==> config.mk <==
export PLATFORM = sky130hd
export DESIGN_NAME = bcd_disp_mux_n
export DESIGN_NICKNAME = d
export VERILOG_FILES = /design/src/rtl/bcd_disp_mux_n.sv
export SDC_FILE = /design/constraint.sdc
export NUM_CORES = 1
export LEC_CHECK = 0
export BUFFER_PORTS_ARGS = -buffer_cell sky130_fd_sc_hd__buf_2
export CELL_PAD_IN_SITES_DETAIL_PLACEMENT = 0
export CELL_PAD_IN_SITES_GLOBAL_PLACEMENT = 1
export CORE_ASPECT_RATIO = 1.75
export CORE_MARGIN = 4
export CORE_UTILIZATION = 39
export DETAILED_ROUTE_END_ITERATION = 7
export PLACE_DENSITY_LB_ADDON = 0.1
export SLEW_MARGIN = 10
export SYNTH_ARGS = -nofsm -noshare
export SYNTH_HDL_FRONTEND = slang
export SYNTH_SLANG_ARGS = --single-unit
==> constraint.sdc <==
create_clock -name clk -period 3.2 [get_ports clk]
set_clock_uncertainty 0.2 [all_clocks]
set_input_delay 0 -clock clk [delete_from_list [all_inputs] [get_ports clk]]
set_output_delay 0 -clock clk [all_outputs]
set_load 0.05 [all_outputs]
==> src/rtl/bcd_disp_mux_n.sv <==
// Display-mode mux that turns switches, BCD result, and blink/test timebase into per-digit SEG7_4 codes.
// One-cycle registered latency from inputs to dig; no handshake, inputs are sampled every cycle.
module bcd_disp_mux_n #(
    parameter int NDIG        = 4,
    parameter int RDIG        = 3,
    parameter int BLINK_TICKS = 250
) (
    input  logic                clk,
    input  logic                reset,
    input  logic [9:0]          SW,
    input  logic [4*RDIG-1:0]   RSLT,
    input  logic [2:0]          out_mux_sel,
    input  logic                tick,
    input  logic                blink_en,
    output logic [5*NDIG-1:0]   dig,
    output logic                blink_phase
);
    localparam int BW = (BLINK_TICKS > 1) ? $clog2(BLINK_TICKS) : 1;

    localparam logic [4:0] UPCA = 5'h0A;
    localparam logic [4:0] UPCB = 5'h0B;
    localparam logic [4:0] UPCC = 5'h0C;
    localparam logic [4:0] UPCE = 5'h0E;
    localparam logic [4:0] SEGA = 5'd16;
    localparam logic [4:0] BLNK = 5'd23;
    localparam logic [4:0] LCR  = 5'd28;

    logic [2:0]            r_sel_q;
    logic [BW-1:0]         r_bcnt;
    logic                  r_blink_phase;
    logic [2:0]            r_seg_idx;
    logic [NDIG-1:0][4:0]  r_dig;

    logic [NDIG-1:0][4:0]  w_dig;
    logic [RDIG-1:0]       w_upper_nz;
    logic                  w_mode_chg;
    logic                  w_hide;
    logic                  w_unused_sw;

    assign w_mode_chg  = (out_mux_sel != r_sel_q);
    assign w_hide      = blink_en & r_blink_phase;
    assign w_unused_sw = &{1'b0, SW[9:8]};
    assign dig         = r_dig;
    assign blink_phase = r_blink_phase;

    // w_upper_nz[i] is set when any result digit from i upward is non-zero
    always_comb begin
        logic w_nz;
        w_nz       = 1'b0;
        w_upper_nz = '0;
        for (int i = RDIG - 1; i >= 0; i--) begin
            w_nz          = w_nz | (|RSLT[4*i +: 4]);
            w_upper_nz[i] = w_nz;
        end
    end

    always_comb begin
        for (int i = 0; i < NDIG; i++) w_dig[i] = BLNK;
        case (out_mux_sel)
            3'd0, 3'd1: begin
                w_dig[NDIG-1] = w_hide ? BLNK : ((out_mux_sel == 3'd0) ? UPCA : UPCB);
                w_dig[1]      = {1'b0, SW[7:4]};
                w_dig[0]      = {1'b0, SW[3:0]};
            end
            3'd2: begin
                w_dig[NDIG-1] = w_hide ? BLNK : UPCC;
                w_dig[0]      = {4'b0, SW[0]};
            end
            3'd3: begin
                for (int i = 0; i < RDIG; i++) begin
                    if (i == 0 || w_upper_nz[i]) w_dig[i] = {1'b0, RSLT[4*i +: 4]};
                end
            end
            3'd4: begin
                for (int i = 0; i < NDIG; i++) w_dig[i] = 5'h00;
            end
            3'd5: ;
            3'd6: begin
                w_dig[2] = UPCE;
                w_dig[1] = LCR;
                w_dig[0] = LCR;
            end
            default: begin
                for (int i = 0; i < NDIG; i++) w_dig[i] = SEGA + {2'b0, r_seg_idx};
            end
        endcase
    end

    always_ff @(posedge clk) begin
        if (reset) begin
            r_dig         <= {NDIG{BLNK}};
            r_blink_phase <= 1'b0;
            r_bcnt        <= '0;
            r_seg_idx     <= 3'd0;
            r_sel_q       <= 3'd5;
        end else begin
            r_dig   <= w_dig;
            r_sel_q <= out_mux_sel;
            // A mode change restarts the blink timebase and beats any tick
            if (w_mode_chg) begin
                r_bcnt        <= '0;
                r_blink_phase <= 1'b0;
                if (out_mux_sel == 3'd7) r_seg_idx <= 3'd0;
            end else if (tick) begin
                if (r_bcnt == BW'(BLINK_TICKS - 1)) begin
                    r_bcnt        <= '0;
                    r_blink_phase <= ~r_blink_phase;
                    if (r_sel_q == 3'd7) r_seg_idx <= (r_seg_idx == 3'd6) ? 3'd0 : r_seg_idx + 3'd1;
                end else begin
                    r_bcnt <= r_bcnt + BW'(1);
                end
            end
        end
    end
endmodule

Word-level counts from Yosys, hierarchy flattened
Cells that the tools add are included.
{"block": "word_totals", "regBits": 35, "inputBits": 29, "output_inout_bits": 21}
{"block": "op_classes", "add_sub_neg": 3, "n_eq_ne": 12, "muxes": 16, "n_bitwise": 3, "reduce_logical": 13}
{"op": "case mux 5 bit (4 select lines)", "count": 2}
{"op": "case mux 5 bit (6 select lines)", "count": 1}
{"op": "case mux 5 bit (5 select lines)", "count": 1}
{"op": "2-to-1 mux 5 bit", "count": 4}
{"op": "== test 3 bit, second input constant", "count": 6}
{"op": "2-to-1 mux 3 bit", "count": 6}
{"op": "OR reduction 4 bit", "count": 3}
{"op": "adder 8 x 1 -> 8 bit, second input constant", "count": 1}
{"op": "== test 8 bit, second input constant", "count": 1}
{"op": "2-to-1 mux 8 bit", "count": 1}
{"op": "== test 3 x 2 -> 1 bit, second input constant", "count": 2}
{"op": "nonzero test 2 bit", "count": 3}
{"op": "OR reduction 2 bit", "count": 3}
{"op": "adder 5 x 3 -> 5 bit, first input constant", "count": 1}
{"op": "AND reduction 4 bit", "count": 1}
{"op": "adder 3 x 1 -> 3 bit, second input constant", "count": 1}
{"op": "== test 3 x 1 -> 1 bit, second input constant", "count": 1}
{"op": "logical NOT 3 bit", "count": 1}
{"op": "!= test 3 bit", "count": 1}
{"op": "OR reduction 3 bit", "count": 1}
{"op": "!= test 2 x 1 -> 1 bit, second input constant", "count": 1}
{"op": "AND reduction 2 bit", "count": 1}
{"op": "bitwise AND 1 bit", "count": 1}
{"op": "2-to-1 mux 1 bit", "count": 1}
{"op": "2 further kinds", "count": 2}

Depth between registers and ports, before layout
Gate-level depths: netlist of run 1.
{"block": "logic_depth", "word_depth": 6, "ltp_mapped": 7, "mapped_depth_nobuf": 6}

Least setup slack after synthesis of run 1
OpenSTA, ideal clock, no wires.
{"block": "synth_path", "kind": "reg2reg", "startpoint": "reg r_bcnt[1]", "endpoint": "reg r_bcnt[1]", "setup_ns": 0.079, "arrival_ns": 1.361, "slack_ns": 1.559, "stages_incl_launch_ff": 8, "synth_period_minus_slack_ns": 1.641, "cell_sequence": "dfxtp_1 inv_1 ha_1 and4b_1 and2_4 nand2b_2 buf_6 a211oi_2"}
{"block": "synth_between", "elab_chain_cells": 2}
{"item": "start, declared", "line": "29", "text": "logic [BW-1:0] r_bcnt;"}
{"item": "start signal, assigned", "line": "110", "text": "r_bcnt <= r_bcnt + BW'(1);"}
{"item": "adder 8 x 1 -> 8 bit / == test 8 bit (equally long branches)", "line": "110, 105"}
{"item": "2-to-1 mux 8 bit (*)", "line": "105", "text": "if (r_bcnt == BW'(BLINK_TICKS - 1)) begin"}
Every way passes the cells marked *; elsewhere a longest branch is shown, timed or not.
A chain may end at the register's enable or synchronous reset.

Worst setup path after layout of run 1
{"block": "layout_path", "startpoint": "in out_mux_sel[1]", "endpoint": "reg r_dig (netlist bit dig[8])"}
{"block": "layout_between", "elab_chain_cells": 3}
{"item": "start, declared", "line": "12", "text": "input logic [2:0] out_mux_sel,"}
{"item": "== test 3 bit (tied with other cells)", "line": "59", "text": "case (out_mux_sel)"}
{"item": "OR reduction 2 bit (on tied branches)"}
{"item": "case mux 5 bit (5 select lines) (*)", "line": "59"}
{"item": "end signal, assigned", "line": "91", "text": "r_dig <= {NDIG{BLNK}};"}
{"item": "end signal, assigned", "line": "97", "text": "r_dig <= w_dig;"}
{"item": "end, declared", "line": "32", "text": "logic [NDIG-1:0][4:0] r_dig;"}
Marked as above.

==> results_dict.tcl, run 1 <==
set metrics [dict create \
    crit_path_end_kind "flop" \
    leakage_nw 0.904 \
    slowest_stage "dlygate4sd3_1" \
    wire_per_inst_microns 13.7 \
    numCtsBuffers 5 \
    antenna_cells 0 \
    post_cts_buffers 0 \
    cp_num_cells 8 \
    max_freq_mhz 366 \
    grt.total_usage 0.173 \
    antenna_found_initial 0 \
    htreeDepth 2 \
    portBuffers 47 \
    ant_nets 0 \
    die_width_microns 55.9 \
    drc 0 \
    place_congestion 0.791 \
    cp_cell_sequence "dlygate4sd3_1 > buf_2 > and2_1 > a22oi_1 > dlygate4sd3_1 > a2bb2oi_1 > dlygate4sd3_1 > nor2_1" \
    cp_common_cell "dlygate4sd3_1" \
    initial_core_util 0.405 \
    cts_tree "done" \
    grt_pass1_vias 1558 \
    first_pass_iters 4 \
    synth_cell_types 43 \
    grt_overflow 0 \
    path_max_fanout 18 \
    drv_cap 0 \
    critical-path-max-stage-delay_ns 0.59 \
    regArea_sq_um 701 \
    routed_wl_microns 4060 \
    grt_setup_unrepaired "no" \
    clock-sinks 35 \
    finalCritPeriodShare 0.853 \
    core-area_sq_um 3870 \
    root_buffer "clkbuf_8" \
    synth_enable_flop_cells 0 \
    areaGrowthSynthToFinish_pct 41.6 \
    grt_first_pass_wirelength_microns 7040 \
    dp_hpwl_microns 2990 \
    ys_seq_elements 35 \
    fill_cells 364 \
    reg2reg_depth 6 \
    slew_headroom 0.636 \
    syn-cell-area_sq_um 1570 \
    viasPerCell 5.13 \
    clk-insertion-delay-late_ns 0.28 \
    worstPathArrival_ns 2.75 \
    worstMarginPinSlew_ns 0.541 \
    async_reset_ff_frac 0 \
    fin_crit_ns 2.73 \
    criticalPathCategory "in -> reg" \
    max-clock-path-buffers 2 \
    die_h_microns 91.8 \
    vias 1523 \
    drive_gt1_frac 0.253 \
    grt_max_degree 27 \
    synth_ff_type "dfxtp_1" \
    fin_tns_setup_ns 0 \
    finalMaxSlewViolations 0 \
    crit_buf_inv 4 \
    clk_pin_slew_ns 0.07 \
    avgSynthCellArea_sq_um 8.84 \
    setup_viol 0 \
    final_hold_viol_count 0 \
    hp-class "in -> reg" \
    ir_worst_vdd_mv 0.359 \
    syn_nets 208 \
    cp_top_family "buffers and inverters" \
    required_ns 3.22 \
    finish.utilization 0.573 \
    critPathLaunchType "primary input" \
    fin_nets 279 \
    pin_count 50 \
    die_area_sq_um 5130 \
    syn_inst 177 \
    rows 30 \
    power_density_nw_per_um2 506 \
    drtIter0Drc 37 \
    hold_depth 4 \
    ys.warnings.count 0 \
    outcome "complete, no violations" \
    multi_input_area_sq_um 792 \
    ys_seq_area_frac 0.448 \
]
timing repair:
action | CTS | global route
gates resized for setup | 0 | 0
endpoints found under the hold margin | 27 | 0
hold buffers | 28 | 0
per-layer routing:
metal  track usage  wire length (microns)  vias to the layer above
met5             0                      0                        -
met4        0.0594                     65                        0
met3        0.0352                    184                        7
met2         0.350                   2370                       33
met1         0.165                   1440                      717
li1              -                      -                      766
placed cells by master (no fill, tap or decap), types with 2 or more instances in the layout:
cell type      netlist  final
a21oi_1              9      9
a221oi_1             2      2
a22oi_1              2      2
a2bb2oi_1            2      2
a31oi_1              3      3
and2_1               4      4
and3_1               2      2
buf_2                4     47
bufinv_16            0      2
clkbuf_8             0      5
dfxtp_1             35     35
dlygate4sd3_1        0     28
ha_1                 2      2
inv_1                3      3
nand2_1             15     15
nand2b_1             4      4
nand3_1              2      2
nand4_1              4      4
nor2_1              20     20
nor2b_1              2      2
nor3_1               4      4
nor4_1               2      2
o211ai_1             3      3
o21ai_0             14     14
o32ai_1              2      2
or2_2                3      3
xnor2_1              3      3
xor2_1               8      8
cells in the mapped netlist (3+ instances only):
cell type	n	share of area
a21oi_1	9	0.029
a31oi_1	3	0.012
and2_1	4	0.016
buf_2	4	0.013
clkbuf_1	5	0.012
dfxtp_1	35	0.45
inv_1	3	0.0072
nand2_1	15	0.036
nand2b_1	4	0.016
nand4_1	4	0.016
nor2_1	20	0.048
nor3_1	4	0.013
o211ai_1	3	0.014
o21ai_0	14	0.045
or2_2	3	0.012
xnor2_1	3	0.017
xor2_1	8	0.045
path summary, 6_finish.rpt:
kind	startpoint	slack [ns]	endpoint
worst max-delay path	out_mux_sel[1]	0.47	dig[8]
worst min-delay path	SW[6]	0.05	dig[7]
worst max register to register	r_bcnt[1]	1.43	r_bcnt[1]
worst min register to register	r_sel_q[0]	0.31	r_seg_idx[0]
per-stage QoR:
step	power [mW]	area (sq um)	cells	hold slack, ns	setup slack, ns
6_report	1.12	2220	297	0.0509	0.470
5_1_grt	1.17	2220	297	0.0731	0.327
4_1_cts	1.14	2220	297	0.0296	0.474
3_5_place_dp	0.635	1800	261	0.0827	1.42
3_3_place_gp	0.633	1800	261	0.0807	1.47
2_1_floorplan	0.591	1570	177	-0.0744	1.56
cell families (layout without fill, tap and decap cells):
group           Yosys count  in the layout  synth area share
buf+inv                  14             86            0.0464
xor+xnor                 11             11            0.0616
mux                       1              1           0.00719
simple gates             71             71             0.244
fa+ha+maj                 2              2            0.0160
flops                    35             35             0.448
compound gates           43             43             0.177
worst register-to-register path, delay by kind of cell (launching register included):
| kind | cells | cell delay (ns) |
|---|---|---|
| flip-flops | 1 | 0.38 |
| adder cells (fa/ha/maj) | 1 | 0.18 |
| buffers and inverters | 1 | 0.06 |
| AO/OA/AOI/OAI | 1 | 0.22 |
| AND/OR/NAND/NOR | 3 | 0.64 |
layout make-up:
| type | instances | share of cell area |
|---|---|---|
| Clock buffer | 5 | 0.0311 |
| Clock inverter | 3 | 0.0305 |
| Multi-Input combinational cell | 128 | 0.357 |
| Timing Repair Buffer | 75 | 0.233 |
| Sequential cell | 35 | 0.316 |
| Tap cell | 48 | 0.0271 |
| Inverter | 3 | 0.00508 |
report_power, final:
part	internal, mW	switching (mW)
registers	0.454	0.00599
logic	0.0730	0.121
clock network	0.311	0.156
sequential cells by signal (all words and copies together) (netlist names):
| name | flops |
|---|---|
| dig | 20 |
| blink_phase | 1 |
| r_sel_q | 3 |
| r_bcnt | 8 |
| r_seg_idx | 3 |
Note: power is estimated with default switching activity, not from simulation.
==> inputs of run 2 (changes only) <==
--- a/config.mk
+++ b/config.mk
@@ -8,9 +8,9 @@
 export BUFFER_PORTS_ARGS = -buffer_cell sky130_fd_sc_hd__buf_2
 export CELL_PAD_IN_SITES_DETAIL_PLACEMENT = 0
 export CELL_PAD_IN_SITES_GLOBAL_PLACEMENT = 1
-export CORE_ASPECT_RATIO = 1.75
+export CORE_ASPECT_RATIO = 1.2
 export CORE_MARGIN = 4
-export CORE_UTILIZATION = 39
+export CORE_UTILIZATION = 36
 export DETAILED_ROUTE_END_ITERATION = 7
 export PLACE_DENSITY_LB_ADDON = 0.1
 export SLEW_MARGIN = 10
==> constraint.sdc (replaced) <==
create_clock -name clk -period 3.1 [get_ports clk]
set_clock_uncertainty 0.2 [all_clocks]
set_input_delay 0 -clock clk [delete_from_list [all_inputs] [get_ports clk]]
set_output_delay 0 -clock clk [all_outputs]
set_load 0.05 [all_outputs]
==> run 2 against run 1 <==
Worst setup slack got worse by 0.094 ns. Global-route usage fell by 0.28 points. Critical path depth fell by 1. Worst hold slack got worse by 0.039 ns. First-iteration DRC count rose to 2.7 times the previous value. Clock power fell by 34%. Design area fell by 3.3%. Critical endpoint is now dig[0]. Combinational power barely moved. Power fell by 13%. Via count rose by 0.72%. Register-to-register slack got worse by 0.13 ns. Sequential share of layout area rose by 1.1 points.
==> results_dict.tcl, run 2 (synthesis gave the netlist of run 1 again) <==
set metrics [dict create \
    max_freq_mhz 367 \
    pin_count 50 \
    drive_gt1_frac 0.256 \
    grt_pass1_vias 1581 \
    reg2reg_depth 3 \
    viasPerCell 5.08 \
    crit_end "dig[0]" \
    final_hold_viol_count 0 \
    dp_cells 269 \
    total_power_mw 0.979 \
    fill_cells 419 \
    outcome "complete, no violations" \
    areaGrowthSynthToFinish_pct 36.9 \
    place_congestion 0.759 \
    gr-usage-met2 0.321 \
    fin_nets 276 \
    hp-class "in -> reg" \
    drtIter0Drc 101 \
    core-area_sq_um 4230 \
    setup_viol 0 \
    largest_reg_flops 20 \
    postLayoutSetupSlackWorst_ns 0.376 \
    rows 26 \
    post_cts_buffers 0 \
    first_pass_iters 4 \
    fin_area_sq_um 2140 \
    cts_resized 0 \
    layout.cells.non_filler 302 \
    root_buffer "clkbuf_8" \
    grt_util_met3 0.0420 \
    fin_crit_ns 2.72 \
    finalCritPeriodShare 0.879 \
    ant_nets 0 \
    path_max_fanout 18 \
    portBuffers 47 \
    die_area_sq_um 5470 \
    r2r-end "dig[0]" \
    cp_common_cell "dlygate4sd3_1" \
    routed_wl_microns 4100 \
    vias 1534 \
    clk-insertion-delay-late_ns 0.28 \
    crit_path_end_kind "flop" \
    drv_cap 0 \
    numCtsBuffers 5 \
    grt_overflow 0 \
    crit_buf_inv 4 \
    crit_start "out_mux_sel[1]" \
    final_common_cell "buf_2" \
    hold_slack_ns 0.0115 \
    clock-sinks 35 \
    ir_worst_vdd_mv 0.189 \
    busiest_layer "met2" \
    initial_core_util 0.370 \
    fin_tns_setup_ns 0 \
    antenna_cells 0 \
    grt_max_degree 27 \
    grt_first_pass_wirelength_microns 7040 \
    mostFrequentLayoutCells "47 x buf_2, 35 x dfxtp_1, 25 x dlygate4sd3_1" \
    clk_pin_slew_ns 0.07 \
    worstPathArrival_ns 2.74 \
    rrSetupSlack_ns 1.30 \
    wire_per_inst_microns 13.6 \
    required_ns 3.12 \
    critPathLaunchType "primary input" \
    cp_num_cells 7 \
    drc 0 \
    power_density_nw_per_um2 457 \
    grt_setup_unrepaired "no" \
    antenna_found_initial 0 \
    placed_cell_area_sq_um 1810 \
    worstMarginPinSlew_ns 0.475 \
    cp_top_family "buffers and inverters" \
    cp_cell_sequence "dlygate4sd3_1 > buf_2 > and2_1 > a21oi_1 > dlygate4sd3_1 > o211ai_1 > dlygate4sd3_1" \
    htreeDepth 2 \
    die_width_microns 68.2 \
    place_ws_ns 1.35 \
    max-clock-path-buffers 2 \
    finalMaxSlewViolations 0 \
    criticalPathCategory "in -> reg" \
    leakage_nw 0.879 \
    r2r-start "r_seg_idx[0]" \
    die_h_microns 80.2 \
    slowest_stage "dlygate4sd3_1" \
    grtUsageMet1 0.171 \
    slew_headroom 0.680 \
    dp_hpwl_microns 3000 \
    cts_tree "done" \
    grt.total_usage 0.170 \
    finish.utilization 0.507 \
    critical-path-max-stage-delay_ns 0.58 \
]
[run 2: routing by layer]
metal / vias up / share of wire
li1: 757 / -
met1: 732 / 0.39
met2: 43 / 0.54
met3: 2 / 0.058
met4: 0 / 0.0071
met5: - / 0
[run 2: power by group]
part           switching [mW]  internal [mW]
registers             0.00576          0.469
logic                   0.125         0.0719
clock network           0.154          0.153
[run 2: layout make-up]
type	instances	area, sq um	share of cell area
Clock buffer	5	68.8	0.0321
Clock inverter	3	15.0	0.00701
Inverter	3	11.3	0.00525
Multi-Input combinational cell	128	792	0.370
Sequential cell	35	701	0.327
Tap cell	56	70.1	0.0327
Timing Repair Buffer	72	485	0.227
[run 2: worst min path at each step]
stage	from	endpoint	slack, ns	depth (start not counted)
6_report	out_mux_sel[2]	dig[4]	0.01	3
3_3_place_gp	RSLT[10]	dig[12]	0.09	3
5_1_grt	out_mux_sel[2]	dig[4]	0.04	3
2_1_floorplan	reset	dig[16]	-0.07	2
4_1_cts	out_mux_sel[2]	dig[4]	0.01	3
3_5_place_dp	RSLT[10]	dig[12]	0.08	3
[run 2: worst reg2reg max path, delay by kind of cell (launching register included)]
family | cells | cell delay (ns)
AO/OA/AOI/OAI | 2 | 0.54
buffers and inverters | 1 | 0.59
flip-flops | 1 | 0.35
[run 2: what timing repair did]
item | in CTS | in global routing
hold buffers | 25 | 0
endpoints found under the hold margin | 26 | 0
setup endpoints to repair | 0 | 0
==> inputs of run 3 (changes only) <==
--- a/config.mk
+++ b/config.mk
@@ -9,7 +9,6 @@
 export CELL_PAD_IN_SITES_DETAIL_PLACEMENT = 0
 export CELL_PAD_IN_SITES_GLOBAL_PLACEMENT = 1
 export CORE_ASPECT_RATIO = 1.2
-export CORE_MARGIN = 4
 export CORE_UTILIZATION = 36
 export DETAILED_ROUTE_END_ITERATION = 7
 export PLACE_DENSITY_LB_ADDON = 0.1
==> run 3 against run 2 <==
Power increased by 0.70%. Cell count unchanged. Via count decreased by 0.72%. Sequential share of layout area decreased by 0.23 points. Die area decreased by 16%. Critical path depth increased by 1. Count of clock-buffer cells in the layout increased by 2. Design area increased by 0.70%. Critical endpoint is now dig[8].
==> results_dict.tcl, run 3 (synthesis gave the netlist of run 1 again) <==
set metrics [dict create \
    fin_tns_setup_ns 0 \
    power_density_nw_per_um2 457 \
    slew_headroom 0.674 \
    die_area_sq_um 4620 \
    htreeDepth 2 \
    grt_pass1_vias 1436 \
    grt_overflow 0 \
    criticalPathCategory "in -> reg" \
    numCtsBuffers 5 \
    hp-class "in -> reg" \
    clock-sinks 35 \
    grt_max_degree 27 \
    antenna_found_initial 0 \
    path_max_fanout 18 \
    fin_crit_ns 2.76 \
    drc 0 \
    dp_hpwl_microns 2800 \
    grt_first_pass_wirelength_microns 6560 \
    portBuffers 47 \
    cts_tree "done" \
    clk_pin_slew_ns 0.07 \
    setup_viol 0 \
    ir_worst_vdd_mv 0.222 \
    first_pass_iters 4 \
    worstMarginPinSlew_ns 0.485 \
    leakage_nw 0.879 \
    core-area_sq_um 4070 \
    max_freq_mhz 362 \
    viasPerCell 5.04 \
    routed_wl_microns 4040 \
    drv_cap 0 \
    largest_reg_flops 20 \
    die_width_microns 62.2 \
    ant_nets 0 \
    crit_path_end_kind "flop" \
    hold_slack_ns 0.0424 \
    grt.total_usage 0.186 \
    grt_setup_unrepaired "no" \
    place_congestion 0.765 \
    die_h_microns 74.2 \
    pin_count 50 \
    outcome "complete, no violations" \
    max-clock-path-buffers 2 \
    rows 25 \
    required_ns 3.13 \
    clk-insertion-delay-late_ns 0.28 \
    finalMaxSlewViolations 0 \
    initial_core_util 0.385 \
    areaGrowthSynthToFinish_pct 37.9 \
    mostFrequentLayoutCells "47 x buf_2, 35 x dfxtp_1, 27 x dlygate4sd3_1" \
    drtIter0Drc 51 \
    post_cts_buffers 0 \
    final_hold_viol_count 0 \
    antenna_cells 0 \
    root_buffer "clkbuf_8" \
    wire_per_inst_microns 13.4 \
    final_common_cell "buf_2" \
    fin_nets 278 \
    worstPathArrival_ns 2.79 \
    fill_cells 410 \
    drive_gt1_frac 0.246 \
    vias 1523 \
    critPathLaunchType "primary input" \
    finalCritPeriodShare 0.891 \
]
-- run 3: cell count changes in the layout (fill, tap and decap cells not counted), sizes merged --
cell / change
clkbuf: +2
clkinv: -2
dlygate4sd3: +2
-- run 3: worst max-delay path, cell delays in order --
cell and delay (ns):
dlygate4sd3_1 0.52, buf_2 0.32, and2_1 0.46, a22oi_1 0.11
dlygate4sd3_1 0.58, a2bb2oi_1 0.13, dlygate4sd3_1 0.58, nor2_1 0.09
-- run 3: final timing paths --
path / end / start / slack (ns) / depth (start not counted)
worst max-delay path: dig[8] / out_mux_sel[1] / 0.34 / 8
worst min-delay path: dig[4] / out_mux_sel[2] / 0.04 / 3
worst max register to register: dig[0] / r_seg_idx[0] / 1.35 / 3
worst min register to register: r_seg_idx[0] / r_sel_q[0] / 0.32 / 2
-- run 3: routing by layer --
metal / GRT usage / wire [microns] / vias to the layer above
li1: - / - / 761
met1: 0.201 / 1740 / 702
met2: 0.349 / 2000 / 53
met3: 0.0521 / 243 / 7
met4: 0.0698 / 54 / 0
met5: 0 / 0 / -
-- run 3: layout make-up --
cell class,count,area (sq um),area share
Tap cell,54,67.6,0.0313
Timing Repair Buffer,74,505,0.234
Clock inverter,1,5.00,0.00232
Sequential cell,35,701,0.325
Inverter,3,11.3,0.00522
Clock buffer,7,76.3,0.0354
Multi-Input combinational cell,128,792,0.367
-- run 3: through the flow --
stage                     area, sq um   util  setup slack, ns  total power [mW]  cells
final                            2160  0.531            0.338             0.986    302
after global routing             2160  0.531            0.217              1.03    302
after CTS                        2160  0.531            0.370             0.996    302
after detailed placement         1810  0.444             1.37             0.654    267
after global placement           1810  0.444             1.40             0.653    267
after floorplan                  1570      -             1.46             0.610    177
-- run 3: power breakdown --
group | leakage [nW] | internal [mW] | switching, mW | total (mW)
clock network | 0.0422 | 0.157 | 0.155 | 0.313
registers | 0.288 | 0.469 | 0.00590 | 0.475
logic | 0.549 | 0.0741 | 0.125 | 0.199
total | 0.879 | 0.701 | 0.286 | 0.986
-- run 3: repair_timing --
action | 4_1_cts | 5_1_grt
hold buffers | 27 | 0
gates resized for setup | 0 | 0
endpoints found under the hold margin | 26 | 0
